<file path="src/rtl/instr_sequencer.sv">
// instr_sequencer: program memory plus issue FSM that feeds one stored
// 14-bit instruction per clock to the core's Instr port.
// Optional build macro: SEQ_LOOP_EN -- end of program wraps back to word 0
// (with a done pulse per wrap) instead of returning to IDLE.
module instr_sequencer #(
  parameter int unsigned DEPTH     = 64,
  parameter int unsigned ADDR_W    = $clog2(DEPTH),
  parameter logic [13:0] NOP_INSTR = 14'h2C00
) (
  input  logic              clk,
  input  logic              rst,
  input  logic              ld_valid,
  input  logic [13:0]       ld_data,
  output logic              ld_ready,
  input  logic              clr,
  input  logic              start,
  input  logic              stop,
  output logic [13:0]       instr,
  output logic              instr_valid,
  output logic [ADDR_W-1:0] pc,
  output logic [ADDR_W:0]   prog_len,
  output logic              busy,
  output logic              done
);

  localparam int unsigned INSTR_W = 14;
  localparam int unsigned LEN_W   = ADDR_W + 1;
  localparam logic [LEN_W-1:0]  FULL_LEN = LEN_W'(DEPTH);
  localparam logic [ADDR_W-1:0] ADDR0    = '0;

  typedef enum logic {
    IDLE = 1'b0,
    RUN  = 1'b1
  } state_t;

  state_t state, state_next;

  logic [INSTR_W-1:0] mem [DEPTH];

  // pc_q is one bit wider than the address so a full-depth program can
  // still reach pc_q == prog_len after its last word.
  logic [LEN_W-1:0]   pc_q, pc_next;
  logic [LEN_W-1:0]   len_q, len_next;
  logic [INSTR_W-1:0] instr_q, instr_next;
  logic               valid_q, valid_next;
  logic               busy_q, busy_next;
  logic               done_q, done_next;
  logic               mem_we;

  // Load handshake is only offered while idle, not starting, and not full.
  assign ld_ready = (state == IDLE) && !start && (len_q < FULL_LEN);

  // Next-state and next-output logic for the issue FSM.
  always_comb begin
    state_next = state;
    pc_next    = pc_q;
    len_next   = len_q;
    instr_next = instr_q;
    valid_next = valid_q;
    done_next  = 1'b0;
    mem_we     = 1'b0;

    case (state)
      IDLE: begin
        if (clr) begin
          len_next = '0;
        end else if (start) begin
          if (len_q != '0) begin
            state_next = RUN;
            instr_next = mem[ADDR0];
            valid_next = 1'b1;
            pc_next    = LEN_W'(1);
          end
        end else if (ld_valid && ld_ready) begin
          mem_we   = 1'b1;
          len_next = len_q + LEN_W'(1);
        end
      end

      RUN: begin
        if (stop) begin
          state_next = IDLE;
          instr_next = NOP_INSTR;
          valid_next = 1'b0;
          pc_next    = '0;
        end else if (pc_q == len_q) begin
`ifdef SEQ_LOOP_EN
          instr_next = mem[ADDR0];
          valid_next = 1'b1;
          pc_next    = LEN_W'(1);
          done_next  = 1'b1;
`else
          state_next = IDLE;
          instr_next = NOP_INSTR;
          valid_next = 1'b0;
          pc_next    = '0;
          done_next  = 1'b1;
`endif
        end else begin
          instr_next = mem[pc_q[ADDR_W-1:0]];
          valid_next = 1'b1;
          pc_next    = pc_q + LEN_W'(1);
        end
      end

      default: begin
        state_next = IDLE;
      end
    endcase

    busy_next = (state_next == RUN);
  end

  // State and registered outputs, synchronous active-high reset.
  always_ff @(posedge clk) begin
    if (rst) begin
      state   <= IDLE;
      pc_q    <= '0;
      len_q   <= '0;
      instr_q <= NOP_INSTR;
      valid_q <= 1'b0;
      busy_q  <= 1'b0;
      done_q  <= 1'b0;
    end else begin
      state   <= state_next;
      pc_q    <= pc_next;
      len_q   <= len_next;
      instr_q <= instr_next;
      valid_q <= valid_next;
      busy_q  <= busy_next;
      done_q  <= done_next;
    end
  end

  // Program memory write port; contents survive reset and clr.
  always_ff @(posedge clk) begin
    if (mem_we && !rst) begin
      mem[len_q[ADDR_W-1:0]] <= ld_data;
    end
  end

  assign instr       = instr_q;
  assign instr_valid = valid_q;
  assign pc          = pc_q[ADDR_W-1:0];
  assign prog_len    = len_q;
  assign busy        = busy_q;
  assign done        = done_q;

endmodule

</file>
<file path="config.mk">
export PLATFORM = sky130hd
export DESIGN_NAME = instr_sequencer
export DESIGN_NICKNAME = d
export VERILOG_FILES = /design/src/rtl/instr_sequencer.sv
export SDC_FILE = /design/constraint.sdc
export NUM_CORES = 1
export LEC_CHECK = 0
export BUFFER_PORTS_ARGS = -buffer_cell sky130_fd_sc_hd__buf_2
export CORE_ASPECT_RATIO = 2
export CORE_MARGIN = 2
export CORE_UTILIZATION = 35
export DETAILED_ROUTE_END_ITERATION = 6
export PLACE_DENSITY = 0.57
export SLEW_MARGIN = 30
export SYNTH_ARGS = -nofsm -noshare
export SYNTH_HDL_FRONTEND = slang
export SYNTH_SLANG_ARGS = --single-unit
</file>
<file path="constraint.sdc">
create_clock -name clk -period 4.3 [get_ports clk]
set_input_delay 1.29 -clock clk [delete_from_list [all_inputs] [get_ports clk]]
set_output_delay 1.29 -clock clk [all_outputs]
set_load 0.05 [all_outputs]
</file>
# Word-level counts from Yosys, hierarchy flattened
# Memories as Yosys holds them, arrays and structs flattened. A register that Yosys moved wholly into a read port is not among the register bits.
# Index checks and enable logic that the tools add are counted.
[word_totals]
ramBits = 896
input_bits = 20
elab_cells = 61
ff_bits = 31
out_inout_bits = 31
n_memories = 1
[op_classes]
n_eq_ne = 5
order_cmp = 1
add_sub_neg = 2
bitwise = 1
n_reduce_logical = 11
muxes = 34
[mem_list]
columns = ["name", "words", "width", "rd", "rd_ports_with_merged_regs", "wr", "line_no", "text"]
rows = [
  ["mem", 64, 14, 2, 1, 1, "38", "logic [INSTR_W-1:0] mem [DEPTH];"],
]
[ops]
columns = ["op", "count"]
rows = [
  ["14-bit two-way mux", 5],
  ["7-bit two-way mux", 8],
  ["14-bit case mux with 2 select lines", 1],
  ["1-bit two-way mux", 15],
  ["7-bit by 1-bit adder with 7-bit output (second input constant)", 2],
  ["7-bit case mux with 2 select lines", 1],
  ["6-bit two-way mux", 2],
  ["7-bit == test", 1],
  ["7-bit less-than comparator (second input constant)", 1],
  ["7-bit nonzero test", 1],
  ["2-bit inequality test (second input constant)", 3],
  ["3-bit AND reduction", 2],
  ["1-bit logical AND", 4],
  ["1-bit case mux with 2 select lines", 2],
  ["3-bit OR reduction", 1],
  ["1-bit zero test", 2],
  ["2-bit by 1-bit inequality test with 1-bit output (second input constant)", 1],
  ["2-bit nonzero test", 1],
  ["1-bit NOT", 1],
]

# Longest topological paths before layout
[logic_depth]
ltp_word = 11
ltp_mapped = 9
ltp_nobuf = 7

# Least setup slack after synthesis
# Ideal clock, no wire load.
[synth_timing]
path_type = "input -> output"
from = "in start"
to = "out ld_ready"
path_buffers = 0
arrival_time_ns = 2.335
setup_slack_ns = 0.675
required_ns = 3.010
cell_stages = 1
path_cell_list = "nor3_1"
[synth_via]
elab_chain_cells = 3
[synth_rtl]
columns = ["item", "line_no", "text"]
rows = [
  ["start: declaration", "16", "input logic start,"],
  ["1-bit zero test", "51", "assign ld_ready = (state == IDLE) && !start && (len_q < FULL_LEN);"],
  ["1-bit logical AND (2 in a row)", "51", ""],
  ["end: declaration", "14", "output logic ld_ready,"],
]
# No other way between the ends.

==> metrics.md <==
| Metric | Value |
|---|---|
| Outcome | `finished clean` |
| Crit path arrival time | `3.71 ns` |
| RSZ-0062 raised after global routing | `false` |
| Tcrit/Tclk final | `74.8%` |
| Pwr Density | `423 nW/µm²` |
| Die width | `230 µm` |
| Core area | `102000 µm²` |
| Post-synth EDFFs | `896` |
| Number of buffers created by CTS | `76` |
| Post-Syn Nets | `1672` |
| Total gr overflow | `0` |
| Clock sink total | `933` |
| Clock Path Buffers | `3` |
| Fraction of synthesized cell area taken by the top area cell type | `75.0%` |
| Final HPWL DP | `65900 µm` |
| # fillers | `8942` |
| CTS H-tree depth | `3` |
| Seq/Total Area, Yosys | `77.0%` |
| Post-DRT Antenna Nets | `0` |
| Metal-1 WL | `32700 µm` |
| Area of the multi-input gates | `7750 µm²` |
| Top layer reached by signal wires | `met5` |
| Slew margin rel. | `34.7%` |
| Post-CTS setup buffer count | `0` |
| Most frequent cells in the layout | `edfxtp_1, mux4_2, buf_4` |
| Worst Hold Class | `flop to flop` |
| Starting density of the core | `35.2%` |
| FP Rows | `166` |
| Share of post-route cells with drive strength above 1 | `30.2%` |
| Clock Latency Late Sink | `0.65 ns` |
| Largest net degree at the start of global routing | `65` |
| Worst Reg-to-Reg Cells | `5` |
| All-Layer GR Usage | `18.8%` |
| Syn avg cell area | `21.8 µm²` |
| Library cells used by synthesis | `45` |
| Worst Setup End Kind | `flop` |
| Setup_tns | `0 ns` |
| Met3 wire length | `5000 µm` |
| Largest area contributor in the netlist | `edfxtp_1` |
| Nets | `1842` |
| DRT Pass-1 Iters | `5` |
| Placed cells | `3084` |
| CTS tree | `done` |
| Post-CTS Hold Buffers | `0` |
| Fmax | `0.311 GHz` |
| Synthesized area | `35900 µm²` |
| Final slew viol count | `0` |
| Via/cell ratio | `5.38` |
| Number of global-route vias before repair | `18501` |
| Initial DRC Count | `1555` |
| First-pass GRT wire length | `139000 µm` |
| Cells after synthesis | `1649` |
| Routability Congestion | `0.881` |
| DR vias | `17353` |
| Ports | `51` |
| Final setup fails | `0` |
| Final non-filler cell total | `3226` |
| PortBufs | `50` |
| Min-delay src | `pc_q[6]` |
| Ys flop type | `edfxtp_1` |
| Wirelength per Cell | `30.3 µm` |
| LEAKAGE | `12.3 nW` |
| WL final | `97800 µm` |
| Ranking of synthesized cells by area | `edfxtp_1, mux4_2, dfxtp_1, nor2_1, a22oi_1` |
| Clk slew on worst S/H paths | `0.07 ns` |
| Synthesis Warnings | `0` |
| Worst Hold Depth | `2` |
| Die height | `457 µm` |
| Commonest non-fill, non-tap cell in the layout | `edfxtp_1` |
| Seq cells post-synth | `933` |
| Worst Skew | `0.0220 ns` |
| Startpoint Class | `flop` |
| Die Area | `105000 µm²` |
| Worst-margin pin slew | `0.979 ns` |
| Clock Tree Root | `clkbuf_16` |
| Share of synthesized registers carrying an async set or reset | `0%` |
| Maxcap violations | `0` |
| Synthesis-to-layout area growth | `14.2%` |
| Initial antenna violation count | `8` |
| DRC Markers | `0` |
| Final hold violation count | `0` |
| Critical Path RT | `4.80 ns` |
| Cts repair resizes | `0` |
| Register area | `27700 µm²` |
| Kind of critical path | `flop to flop` |
| Minimum clock period | `3.22 ns` |
| Worst VDD drop | `0.267 mV` |
| Met2 WL | `54200 µm` |
| Critical path peak fanout | `32` |
==> per-stage QoR <==
| step | power [mW] | util [%] | area, µm² | hold WS, ns | worst slack, ns |
|---|---|---|---|---|---|
| 4_1_cts | 17.5 | 40.2 | 40900 | 0.511 | 1.13 |
| 6_report | 17.3 | 40.2 | 41000 | 0.530 | 1.08 |
| 3_5_place_dp | 10.5 | 37.7 | 38500 | 0.504 | 0.542 |
| 5_1_grt | 17.8 | 40.2 | 41000 | 0.564 | 0.917 |
| 2_1_floorplan | 10.3 | - | 35900 | 0.476 | 0.675 |
| 3_3_place_gp | 10.5 | 37.7 | 38500 | 0.505 | 0.635 |
==> sequential cells by signal (all words and copies together), names as in the netlist, named ones only <==
name         count
mem            896
instr           14
pc_q             7
prog_len         7
busy             1
done             1
instr_valid      1
==> metal layers <==
layer / GRT usage (%) / up-vias
met1: 19.8 / 9390
li1: - / 7234
met2: 35.1 / 551
met5: 0 / -
met3: 3.09 / 168
met4: 10.2 / 10
==> critical path, stage by stage (launching register included) <==
cell	delay, ns
dfxtp_4	0.82
buf_12	0.36
mux4_2	0.59
mux4_2	0.60
a22oi_1	0.51
o211ai_1	0.15
==> power by group <==
group / internal [mW] / switching, mW / leakage, nW
combinational: 0.0826 / 0.254 / 2.78
clock: 3.84 / 3.21 / 1.21
sequential: 9.94 / 0.00891 / 8.35
total: 13.9 / 3.48 / 12.3
==> cell usage after synthesis (all sizes together), types with 2 or more instances <==
cell       n
or2        2
and3       3
a22oi     33
o21ai     12
xnor2      7
mux4     248
a31oi      3
nand4     12
a21oi     11
nand3     26
xor2       3
mux2i     15
edfxtp   896
nand2     49
o22ai     12
o22a      12
ha         3
nor3       9
o2111ai    2
nor2     100
a211oi     4
buf       65
nand3b     5
nor4       2
o211ai    13
or3        5
nor2b      9
clkbuf    25
inv        7
dfxtp     37
nand2b     5
mux2       7
==> worst paths after layout <==
| path | to | slack [ns] |
|---|---|---|
| max reg2reg | instr[4] | 1.08 |
| min reg2reg | pc_q[6] | 0.53 |
| max | instr[4] | 1.08 |
| min | pc_q[6] | 0.53 |
==> cells by family (layout without fill, tap and decap cells) <==
kind of cell,after synthesis,after routing,share of synthesized area (%)
other,0,3,0
buffers and inverters,97,327,1.43
adders and majority gates,3,3,0.105
AOI/OAI and AO/OA,105,105,2.04
DFF,933,933,77.0
xor gates and xnor gates,10,10,0.244
muxes,270,270,16.2
and+or+nand+nor,231,231,2.97
==> cell type report <==
class,count,share of cell area (%)
inverter,7,0.0641
multi-input combinational,619,18.9
antenna,3,0.0183
clock buffer,92,4.89
tap,1344,4.10
sequential,933,67.5
timing repair buffer,182,3.37
clock inverter,46,1.15
Note: power is estimated with default switching activity, not from simulation.
